## config.mk

```make
export PLATFORM = sky130hd
export DESIGN_NAME = apb_hart_arbiter
export DESIGN_NICKNAME = d
export VERILOG_FILES = /design/src/rtl/apb_hart_arbiter.sv
export SDC_FILE = /design/constraint.sdc
export NUM_CORES = 1
export LEC_CHECK = 0
export BUFFER_PORTS_ARGS = -buffer_cell sky130_fd_sc_hd__buf_2
export CELL_PAD_IN_SITES_DETAIL_PLACEMENT = 0
export CELL_PAD_IN_SITES_GLOBAL_PLACEMENT = 1
export CORE_MARGIN = 3
export CORE_UTILIZATION = 42
export DETAILED_ROUTE_END_ITERATION = 8
export GPL_TIMING_DRIVEN = 0
export PLACE_DENSITY_LB_ADDON = 0.25
export SLEW_MARGIN = 25
export SYNTH_ARGS = -nofsm -noshare
export SYNTH_HDL_FRONTEND = slang
export SYNTH_SLANG_ARGS = --single-unit
```

## constraint.sdc

```tcl
create_clock -name clk -period 2.1 [get_ports clk]
set_input_delay 0.21 -clock clk [delete_from_list [all_inputs] [get_ports clk]]
set_output_delay 0.21 -clock clk [all_outputs]
set_load 0.01 [all_outputs]
```

## src/rtl/apb_hart_arbiter.sv

```systemverilog
// apb_hart_arbiter: two-port round-robin APB arbiter onto one downstream bus; APB_ARB_TIMEOUT_EN adds an access watchdog
module apb_hart_arbiter #(
  parameter int W_PADDR = 16,
  parameter int W_DATA = 32,
  parameter int TIMEOUT_CYCLES = 255
) (
  input  logic               clk,
  input  logic               rst_n,
  input  logic               s0_psel,
  input  logic               s0_penable,
  input  logic               s0_pwrite,
  input  logic [W_PADDR-1:0] s0_paddr,
  input  logic [W_DATA-1:0]  s0_pwdata,
  input  logic [W_DATA-1:0]  s0_phartid,
  output logic               s0_pready,
  output logic [W_DATA-1:0]  s0_prdata,
  output logic               s0_pslverr,
  input  logic               s1_psel,
  input  logic               s1_penable,
  input  logic               s1_pwrite,
  input  logic [W_PADDR-1:0] s1_paddr,
  input  logic [W_DATA-1:0]  s1_pwdata,
  input  logic [W_DATA-1:0]  s1_phartid,
  output logic               s1_pready,
  output logic [W_DATA-1:0]  s1_prdata,
  output logic               s1_pslverr,
  output logic               m_psel,
  output logic               m_penable,
  output logic               m_pwrite,
  output logic [W_PADDR-1:0] m_paddr,
  output logic [W_DATA-1:0]  m_pwdata,
  output logic [W_DATA-1:0]  m_phartid,
  input  logic               m_pready,
  input  logic [W_DATA-1:0]  m_prdata,
  input  logic               m_pslverr
);
  typedef enum logic [1:0] {IDLE, SETUP, ACCESS, RESP} state_t;
  state_t state;
  logic [1:0] pend, cap, psel, penable, pwrite, wr_q, err_q;
  logic [1:0][W_PADDR-1:0] paddr, addr_q;
  logic [1:0][W_DATA-1:0] pwdata, phartid, data_q, hart_q, rdata_q;
  logic last_grant, grant, nxt, abort;
  assign psel = {s1_psel, s0_psel};
  assign penable = {s1_penable, s0_penable};
  assign pwrite = {s1_pwrite, s0_pwrite};
  assign paddr = {s1_paddr, s0_paddr};
  assign pwdata = {s1_pwdata, s0_pwdata};
  assign phartid = {s1_phartid, s0_phartid};
  assign cap = psel & ~penable & ~pend;
  assign nxt = &pend ? ~last_grant : pend[1];
  assign m_psel = state == SETUP || state == ACCESS;
  assign m_penable = state == ACCESS;
  assign s0_pready = state == RESP && !grant;
  assign s1_pready = state == RESP && grant;
  assign {s1_prdata, s0_prdata} = rdata_q;
  assign {s1_pslverr, s0_pslverr} = err_q;
`ifdef APB_ARB_TIMEOUT_EN
  localparam int CW = $clog2(TIMEOUT_CYCLES + 1);
  logic [CW-1:0] cnt;
  assign abort = !m_pready && cnt == CW'(TIMEOUT_CYCLES - 1);
  always_ff @(posedge clk or negedge rst_n)
    if (!rst_n) cnt <= '0;
    else if (state != ACCESS) cnt <= '0;
    else if (!m_pready) cnt <= cnt + 1'b1;
`else
  localparam int unused_timeout = TIMEOUT_CYCLES;
  assign abort = 1'b0;
`endif
  always_ff @(posedge clk or negedge rst_n)
    if (!rst_n) begin
      state <= IDLE;
      pend <= '0;
      last_grant <= 1'b1;
      grant <= 1'b0;
      wr_q <= '0;
      addr_q <= '0;
      data_q <= '0;
      hart_q <= '0;
      rdata_q <= '0;
      err_q <= '0;
      m_pwrite <= 1'b0;
      m_paddr <= '0;
      m_pwdata <= '0;
      m_phartid <= '0;
    end else begin
      for (int i = 0; i < 2; i++)
        if (cap[i]) begin
          pend[i] <= 1'b1;
          wr_q[i] <= pwrite[i];
          addr_q[i] <= paddr[i];
          data_q[i] <= pwdata[i];
          hart_q[i] <= phartid[i];
        end
      case (state)
        IDLE:
          if (|pend) begin
            grant <= nxt;
            last_grant <= nxt;
            m_pwrite <= wr_q[nxt];
            m_paddr <= addr_q[nxt];
            m_pwdata <= data_q[nxt];
            m_phartid <= hart_q[nxt];
            state <= SETUP;
          end
        SETUP: state <= ACCESS;
        ACCESS:
          if (m_pready || abort) begin
            rdata_q[grant] <= m_pready && !m_pwrite ? m_prdata : '0;
            err_q[grant] <= m_pready ? m_pslverr : 1'b1;
            state <= RESP;
          end
        default: begin
          pend[grant] <= 1'b0;
          state <= IDLE;
        end
      endcase
    end
endmodule

```

-- After elaboration in Yosys (flattened, before gate mapping)
Cells that the tools add are included.
- reductions and logical operators: 14
- mux-type cells: 23
- order comparisons: 3
- bitwise operators: 7
- equal/unequal tests: 5
- operator list (operator ; count):
    $mux 32 ; 6
    $bwmux 64 ; 1
    $demux 32 s1 ; 1
    $mux 16 ; 2
    $reduce_and 2->1 ; 4
    $mux 1 ; 7
    $and 2x2->2 ; 3
    $mux 2 ; 3
    $not 2->2 ; 3
    $pmux 2 s3 ; 1
    $eq 2x2->1 const B ; 2
    $logic_and 1x1->1 ; 4
    $lt 1x2->1 const B ; 2
    $reduce_or 3->1 ; 1
    $bwmux 2 ; 1
    $eq 2x1->1 const B ; 1
    $logic_not 1->1 ; 2
    $logic_not 2->1 ; 1
    $ne 2x1->1 const B ; 1
    $ne 2x2->1 const B ; 1
    $reduce_or 2->1 ; 1
    $demux 1 s1 ; 1
    $ge 1x1->1 const B ; 1
    $logic_or 1x1->1 ; 1
    $not 1->1 ; 1
- register bits: 315
- output and inout port bits: 151

-- Longest topological paths before layout
Gate-level depths: netlist of the first run.
- word-level depth: 7
- mapped depth: 8
- gate-level depth less buffers: 5

-- Worst setup path before layout of the first run
No wires, ideal clock.
- path kind: register -> register
- start point: register pend[0]
- end point: register addr_q[0] (netlist bit)
- stages on the path, launching flop included: 6
- path slack: 0.649 ns
- library setup time: 0.125 ns
- clock period less this slack: 1.451 ns
- arrival time: 1.326 ns
- cell sequence: dfrtp_1 buf_6 nor3b_2 buf_6 buf_12 mux2_4
- cells in the longest elaborated chain, start to end: 2
- RTL lines (what ; line ; RTL):
    start, declared ; 39 ; logic [1:0] pend, cap, psel, penable, pwrite, wr_q, err_q;
    start signal, assigned ; 72 ; pend <= '0;
    start signal, assigned by index ; 88 ; pend[i] <= 1'b1;
    start signal, assigned by index ; 113 ; pend[grant] <= 1'b0;
    $not 2->2 ; 49 ; assign cap = psel & ~penable & ~pend;
    $and 2x2->2 ; 49 ;
    end signal, assigned by index ; 90 ; addr_q[i] <= paddr[i];
    end, declared ; 40 ; logic [1:0][W_PADDR-1:0] paddr, addr_q;
No other way between the ends.
A chain may end at the register's enable or synchronous reset.

-- Worst setup path after layout of the first run
- start point: register state[0]
- end point: register m_phartid[17]
- cells in the longest elaborated chain, start to end: 2
- RTL lines (what ; line ; RTL):
    start, declared ; 38 ; state_t state;
    start signal, assigned ; 71 ; state <= IDLE;
    start signal, assigned ; 103 ; state <= SETUP;
    start signal, assigned ; 105 ; SETUP: state <= ACCESS;
    $logic_not 2->1 ; 94 ; case (state)
    $reduce_and 2->1 (no line) ; - ;
    end signal, assigned ; 102 ; m_phartid <= hart_q[nxt];
    end, declared ; 32 ; output logic [W_DATA-1:0] m_phartid,
No other way between the ends.

==> out/qor_table.md, run 1 <==
| Stage | Metric | Value |
|:---|:---|:---|
| clocking | Count of buffers added by post-CTS timing repair for setup | 0 |
| detailed routing | Total routed wirelength | 38.1 mm |
| sta | Post-route minimum period | 1.98 ns |
| min path | Worst hold path endpoint | s0_prdata[7] |
| grt | Number of global-route vias before repair | 10900 |
| clocking | Clock latency on the worst-skew pair | 0.50 ns |
| cells and area | Area occupied by multi-input gates | 4760 µm² |
| power | Sequential share of power | 0.381 |
| worst setup path | Reg2Reg Depth | 7 |
| clocking | TritonCTS clock tree | yes |
| yosys | Seq cells post-synth | 315 |
| cells and area | Sequential standard cell area | 7880 µm² |
| grt | GRT overflow | 0 |
| die | DIE AREA | 33900 µm² |
| grt | Number of antenna violations at the first check in global routing | 4 |
| yosys | Synth warnings | 0 |
| grt | Global Route Usage Sum | 0.222 |
| clocking | Clock net sink count | 315 |
| power | Total power per unit cell area | 1500 nW/µm² |
| grt | Pin count of the biggest net entering global routing | 89 |
| detailed routing | Number of iterations in the first detailed-routing pass | 4 |
| min path | Worst Min Path Start | m_prdata[7] |
| power | Portion of total power attributed to the clock network | 0.222 |
| cells and area | Fill cell total of the finished layout | 2557 |
| cells and area | Synth-to-Final Area Change | 41.4% |
| worst setup path | Endpoint of the worst-slack reg-to-reg timing path | m_phartid[17] |
| min path | Worst hold path stage count | 3 |
| power | Max rail drop VDD | 0.000893 V |
| die | Number of primary I/O pins | 353 |
| power | Switching part of the total power | 0.348 |
| cells and area | Nets@finish | 1863 |
| sta | Setup repair after global routing missed its margin | false |
| worst setup path | FF-to-FF Start | state[0] |
| power | Total chip power | 0.0284 W |
| detailed routing | DR vias/cell | 4.90 |
| sta | Final critical-path share of the clock period | 0.941 |
| die | Die height | 184 µm |
| cells and area | Post-layout utilization of the core | 0.610 |
| placed design | Estimated wirelength of the detail-placed design | 25.2 mm |
| power | Static Leakage | 9.09 nW |
| yosys | Library cells used by synthesis | 29 |
| detailed routing | Detailed Route Iter0 Violations | 422 |
| worst setup path | Kind of end point of the critical path | flop |
| placed design | Weighted congestion at the end of routability-driven global placement | 0.809 |
| die | Number of cell rows | 64 |
| flow run | Max Cap Violations | 0 |
| sta | Total count of max-transition violations in the final report | 0 |
| yosys | Mapped Cells | 1068 |
| placed design | Number of placed cells counting well taps | 1819 |
| min path | Class of the most critical hold timing path | input port to flop |
| worst setup path | Peak fanout along the critical path | 10 |
| clocking | Cells resized by post-CTS repair | 0 |
| power | Relative contribution of combinational cells to total power | 0.397 |
| clocking | Number of buffers added by the clock tree synthesis step | 36 |
| power | Int Power | 0.0185 W |
| yosys | Cell types occupying the most area after synthesis | sky130_fd_sc_hd__dfrtp_1 (59%), sky130_fd_sc_hd__mux2_4 (18%), sky130_fd_sc_hd__a21oi_1 (6.2%) |
| cells and area | Number of standard cells in the final layout excluding fillers | 2083 |
| detailed routing | Number of nets still failing antenna checks after routing | 0 |
| cells and area | Fraction of final layout cells sized beyond drive strength 1 | 0.382 |
| sta | Max Clock Skew | 0.0134 ns |
| clocking | Clock-pin slew of the registers on the worst-case setup and hold paths | 0.06 ns |
| yosys | Average cell area after synthesis | 12.5 µm² |
| detailed routing | DR WL/cell | 18.3 µm |
| sta | Sum of negative setup slack | 0 ns |
| die | Area of the core region | 30900 µm² |
| yosys | Register area share after synthesis | 0.592 |
| clocking | Root Buffer Master | sky130_fd_sc_hd__clkbuf_16 |
| sta | Slew HR | 0.501 |
| power | P_sw | 0.00987 W |
| yosys | Cell Area, Synth | 13300 µm² |
| worst setup path | Required time reported for the critical path endpoint | 2.46 ns |
| sta | Top achievable clock speed | 0.506 GHz |
| yosys | Area share of the largest cell type after synthesis | 0.590 |
| placed design | Quantity of I/O buffers inserted on ports | 352 |
| detailed routing | Number of vias in the routed layout | 10200 |
| sta | Worst slew pin tran | 0.749 ns |
| grt | First-pass GRT wire length | 59.9 mm |
| placed design | Worst slack after detailed placement | 0.106 ns |
| sta | Final Hold Vio Count | 0 |
| outcome | Result of the run | finished, final reports clean |
| clocking | Longest Clk Path Bufs | 3 |
| yosys | Net count after synthesis | 1273 |
| yosys | Library cell with the largest summed area after synthesis | sky130_fd_sc_hd__dfrtp_1 |
| worst setup path | Worst Path Class, Setup | flop to flop |
| detailed routing | Number of design rule violations left after detail routing | 0 |
| clocking | Hold-fix buffer count after cts | 197 |
| worst setup path | Kind of start point of the critical path | flop |
| die | Die outline width | 184 µm |
| worst setup path | Data arrival time of the critical path | 2.34 ns |
| die | Initial Utilization | 0.431 |
| sta | Worst-case setup margin in the final layout | 0.124 ns |
| worst setup path | Worst setup slack for register-to-register paths | 0.12 ns |
| sta | Setup violations, final | 0 |
| clocking | Number of H-tree levels | 2 |
-- final cells by class --
cell class	count	share of cell area
Sequential cell	315	0.418
Clock buffer	51	0.0562
Buffer	74	0.0357
Inverter	4	0.000796
Antenna cell	6	0.000796
Tap cell	396	0.0263
Timing Repair Buffer	552	0.203
Clock inverter	10	0.00677
Multi-Input combinational cell	675	0.252
-- how the worst max path moves through the flow --
stage	from	cells past startpoint	endpoint	slack, ns
global route	state[0]	7	m_phartid[17]	0.03
floorplan	pend[0]	5	addr_q[0]	0.65
detailed placement	state[0]	7	m_phartid[17]	0.11
finish	state[0]	7	m_phartid[17]	0.12
CTS	state[0]	7	m_phartid[17]	0.1
global placement	rst_n	1	data_q[21]	-5.27
-- cell usage in the layout (no fill, tap or decap), types with 2 or more instances in the layout --
cell	count
sky130_fd_sc_hd__a21oi_1	166
sky130_fd_sc_hd__buf_12	16
sky130_fd_sc_hd__buf_16	3
sky130_fd_sc_hd__buf_2	384
sky130_fd_sc_hd__buf_6	12
sky130_fd_sc_hd__bufinv_16	3
sky130_fd_sc_hd__clkbuf_1	17
sky130_fd_sc_hd__clkbuf_16	37
sky130_fd_sc_hd__clkbuf_8	8
sky130_fd_sc_hd__clkinv_2	6
sky130_fd_sc_hd__dfrtp_1	314
sky130_fd_sc_hd__diode_2	6
sky130_fd_sc_hd__dlygate4sd3_1	197
sky130_fd_sc_hd__ha_1	3
sky130_fd_sc_hd__inv_1	4
sky130_fd_sc_hd__mux2_2	5
sky130_fd_sc_hd__mux2_4	160
sky130_fd_sc_hd__nand2_1	177
sky130_fd_sc_hd__nor2_1	84
sky130_fd_sc_hd__nor2b_1	3
sky130_fd_sc_hd__nor3b_2	2
sky130_fd_sc_hd__o21ai_0	64
-- layer usage --
| layer | track usage | vias to the layer above | routed length [µm] |
|---|---|---|---|
| li1 | - | 4805 | - |
| met1 | 0.296 | 4973 | 16200 |
| met2 | 0.366 | 350 | 18200 |
| met3 | 0.0444 | 73 | 2410 |
| met4 | 0.0726 | 0 | 1170 |
| met5 | 0 | - | 0 |
-- power by group through the flow --
stage | combinational, W | clock (W) | sequential, W
after floorplan | 0.00674 | 0 | 0.0111
after global placement | 0.0108 | 0 | 0.0108
after detailed placement | 0.0110 | 0 | 0.0109
after CTS | 0.0114 | 0.00645 | 0.0108
after global routing | 0.0124 | 0.00672 | 0.0112
final | 0.0113 | 0.00629 | 0.0108
-- synth_stat cells --
cell type and instances:
sky130_fd_sc_hd__nand3b_1 1, sky130_fd_sc_hd__o21bai_1 1, sky130_fd_sc_hd__inv_1 4, sky130_fd_sc_hd__mux2_4 160, sky130_fd_sc_hd__mux2i_1 1, sky130_fd_sc_hd__and2_1 1
sky130_fd_sc_hd__dfrtp_1 314, sky130_fd_sc_hd__a22o_1 1, sky130_fd_sc_hd__a21boi_1 1, sky130_fd_sc_hd__a31oi_1 1, sky130_fd_sc_hd__buf_6 12, sky130_fd_sc_hd__nor2_1 84
sky130_fd_sc_hd__o21ai_0 64, sky130_fd_sc_hd__dfstp_2 1, sky130_fd_sc_hd__buf_4 1, sky130_fd_sc_hd__a21oi_1 166, sky130_fd_sc_hd__clkbuf_1 11, sky130_fd_sc_hd__nand3_1 1
sky130_fd_sc_hd__a21bo_2 1, sky130_fd_sc_hd__ha_1 3, sky130_fd_sc_hd__nand2_1 177, sky130_fd_sc_hd__buf_1 1, sky130_fd_sc_hd__nor3b_2 2, sky130_fd_sc_hd__buf_12 16
sky130_fd_sc_hd__mux2_2 5, sky130_fd_sc_hd__buf_2 33, sky130_fd_sc_hd__o21ai_2 1, sky130_fd_sc_hd__nor2b_1 3, sky130_fd_sc_hd__o21a_1 1
-- stage by stage --
stage,hold slack (ns),instance area (µm²)
after detailed placement,0.197,15700
after global routing,0.0413,18800
final,0.0239,18900
after global placement,0.440,15600
after floorplan,-0.0856,13300
after CTS,0.00980,18800
-- sequential cells by signal, summed over array words and instances (netlist names), 16 cells and up --
register   flops
addr_q        32
s0_prdata     32
s1_prdata     32
m_phartid     32
hart_q        64
data_q        64
m_pwdata      32
m_paddr       16
-- cell families (layout without fill, tap and decap cells) --
logic type / count (synthesis) / count (layout) / synth area share
flip-flops: 315 / 315 / 0.592
adder cells (fa/ha/maj): 3 / 3 / 0.00282
multiplexers: 166 / 166 / 0.185
buffers and inverters: 78 / 691 / 0.0516
other: 0 / 6 / 0
AO/OA/AOI/OAI: 237 / 237 / 0.0906
AND/OR/NAND/NOR: 269 / 269 / 0.0782
-- worst max-delay path, stage by stage (launching register included) --
cell	delay [ns]
sky130_fd_sc_hd__dfrtp_1	0.38
sky130_fd_sc_hd__inv_1	0.10
sky130_fd_sc_hd__ha_1	0.14
sky130_fd_sc_hd__buf_2	0.18
sky130_fd_sc_hd__o21ai_2	0.25
sky130_fd_sc_hd__buf_2	0.28
sky130_fd_sc_hd__a21oi_1	0.38
sky130_fd_sc_hd__a21oi_1	0.12
(Power assumes the default switching activity.)
==> inputs of run 2 (changes only) <==
Settings changed: CORE_UTILIZATION 42 to 38.
Clock period 2.1 ns to 1.7 ns, I/O delays scaled along.
==> out/qor_table.md, run 2 (same netlist as run 1, synthesis figures left out) <==
| Stage | Metric | Value |
|:---|:---|:---|
| power | Max rail drop VDD | 0.000973 V |
| clocking | TritonCTS clock tree | yes |
| placed design | Quantity of I/O buffers inserted on ports | 352 |
| worst setup path | Cell repeated most along the worst path | sky130_fd_sc_hd__buf_6 |
| worst setup path | Required time reported for the critical path endpoint | 2.08 ns |
| grt | Number of antenna violations at the first check in global routing | 1 |
| cells and area | Most frequent standard cell in the layout excluding fill and tap cells | sky130_fd_sc_hd__buf_2 |
| clocking | Number of buffers added by the clock tree synthesis step | 36 |
| placed design | Number of placed cells counting well taps | 1871 |
| clocking | Longest Clk Path Bufs | 3 |
| worst setup path | Family with the most delay on the worst path | buffers and inverters |
| detailed routing | Number of vias in the routed layout | 10200 |
| detailed routing | Number of nets still failing antenna checks after routing | 0 |
| worst setup path | Slowest stage delay, CP | 0.37 ns |
| cells and area | Commonest cells after routing, fill and taps aside | sky130_fd_sc_hd__buf_2 (370), sky130_fd_sc_hd__dfrtp_1 (314), sky130_fd_sc_hd__dlygate4sd3_1 (199) |
| detailed routing | Number of design rule violations left after detail routing | 0 |
| detailed routing | DR WL/cell | 18.2 µm |
| die | Initial Utilization | 0.392 |
| cells and area | Synth-to-Final Area Change | 42.5% |
| outcome | Result of the run | finished, final reports clean |
| worst setup path | FF-to-FF Start | pend[0] |
| worst setup path | Data arrival time of the critical path | 2.00 ns |
| grt | First-pass GRT wire length | 61.6 mm |
| worst setup path | Critical path, cell by cell | buf_6, nor3b_2, buf_6, buf_12, mux2_4 |
| sta | Slew HR | 0.646 |
| placed design | Estimated wirelength of the detail-placed design | 25.8 mm |
| power | Total chip power | 0.0351 W |
| cells and area | Nets@finish | 1866 |
| cells and area | Fraction of final layout cells sized beyond drive strength 1 | 0.387 |
| min path | Class of the most critical hold timing path | input port to flop |
| power | Static Leakage | 9.12 nW |
| flow run | Max Cap Violations | 0 |
| worst setup path | WP buf/inv | 3 |
| worst setup path | Kind of start point of the critical path | flop |
| sta | Final Hold Vio Count | 0 |
| worst setup path | Kind of end point of the critical path | flop |
| die | Die height | 193 µm |
| sta | Worst-case setup margin in the final layout | 0.0738 ns |
| detailed routing | Detailed Route Iter0 Violations | 387 |
| detailed routing | Total routed wirelength | 38.8 mm |
| worst setup path | Endpoint of the worst-slack reg-to-reg timing path | data_q[6] |
| grt | Global Route Usage Sum | 0.203 |
| placed design | Weighted congestion at the end of routability-driven global placement | 0.765 |
| sta | Final critical-path share of the clock period | 0.957 |
| die | Number of cell rows | 67 |
| sta | Total count of max-transition violations in the final report | 0 |
| sta | Worst slew pin tran | 0.531 ns |
| sta | Post-route minimum period | 1.63 ns |
| die | Area of the core region | 34000 µm² |
| worst setup path | Worst setup slack for register-to-register paths | 0.07 ns |
| die | DIE AREA | 37400 µm² |
| clocking | Clock net sink count | 315 |
| cells and area | Number of standard cells in the final layout excluding fillers | 2134 |
| clocking | Count of buffers added by post-CTS timing repair for setup | 0 |
| grt | Pin count of the biggest net entering global routing | 92 |
| clocking | Clock-pin slew of the registers on the worst-case setup and hold paths | 0.05 ns |
| min path | Worst hold path endpoint | pend[0] |
| detailed routing | Number of iterations in the first detailed-routing pass | 4 |
| sta | Max Clock Skew | 0.0149 ns |
| placed design | Worst slack after detailed placement | -0.222 ns |
| worst setup path | Worst Path Class, Setup | flop to flop |
| grt | GRT overflow | 0 |
| sta | Hold Worst Slack | 0.0229 ns |
| detailed routing | DR vias/cell | 4.77 |
| clocking | Number of H-tree levels | 2 |
| cells and area | Post-route cell area | 19000 µm² |
| min path | Worst hold path stage count | 4 |
| min path | Worst Min Path Start | s0_penable |
| power | Total power per unit cell area | 1850 nW/µm² |
| die | Number of primary I/O pins | 353 |
| worst setup path | Peak fanout along the critical path | 10 |
| grt | Number of global-route vias before repair | 10700 |
| worst setup path | Reg2Reg Depth | 5 |
| worst setup path | Critical path's slowest cell | sky130_fd_sc_hd__dfrtp_1 |
| clocking | Root Buffer Master | sky130_fd_sc_hd__clkbuf_16 |
| sta | Setup violations, final | 0 |
| placed design | Area after DPL | 15700 µm² |
| sta | Top achievable clock speed | 0.615 GHz |
| cells and area | Biggest regs | data_q: 64 flops, hart_q: 64 flops |
| die | Die outline width | 193 µm |
| clocking | Clock latency on the worst-skew pair | 0.50 ns |
[run 2: power breakdown]
part           internal (W)  switching [W]
Combinational       0.00712        0.00718
Clock               0.00450        0.00294
Sequential           0.0113        0.00212
[run 2: how the worst max path moves through the flow]
stage	startpoint	end	slack, ns	depth (start not counted)
floorplan	pend[0]	addr_q[0]	0.25	5
finish	pend[0]	data_q[6]	0.07	5
global route	state[0]	m_pwdata[0]	-0.01	8
detailed placement	state[0]	m_phartid[17]	-0.22	7
CTS	state[0]	m_pwdata[22]	-0.06	8
global placement	rst_n	s1_prdata[15]	-5.71	1
[run 2: cell type report]
class	count	area [µm²]
Clock inverter	9	95.1
Clock buffer	52	1030
Inverter	4	15.0
Sequential cell	315	7880
Antenna cell	2	5.00
Timing Repair Buffer	554	3850
Buffer	74	777
Multi-Input combinational cell	676	4780
Fill cell	3012	15000
Tap cell	448	561
[run 2: what timing repair did]
action	4_1_cts	5_1_grt
cloned	1	0
hold buffers	199	0
gates resized for setup	11	47
endpoints found under the hold margin	288	0
endpoints found under the setup margin	109	123
[run 2: worst register-to-register path: stages, from the launching register on]
cell and delay (ns):
sky130_fd_sc_hd__dfrtp_1 0.37, sky130_fd_sc_hd__buf_6 0.15, sky130_fd_sc_hd__nor3b_2 0.19, sky130_fd_sc_hd__buf_6 0.28, sky130_fd_sc_hd__buf_12 0.21, sky130_fd_sc_hd__mux2_4 0.32
[run 2: per-stage QoR]
step	setup TNS [ns]	utilization
after global placement	-1792.81	0.460
after CTS	-1.79	0.555
final	0	0.558
after floorplan	0	-
after detailed placement	-11.51	0.463
after global routing	-0.0168	0.558
[run 2: metal layers]
metal	wire, µm	track usage	up-vias	share of wire
met5	0	0	-	0
met4	971	0.0525	0	0.025
met3	2030	0.0404	66	0.052
met2	18500	0.334	277	0.48
met1	17200	0.275	5026	0.44
li1	-	-	4816	-
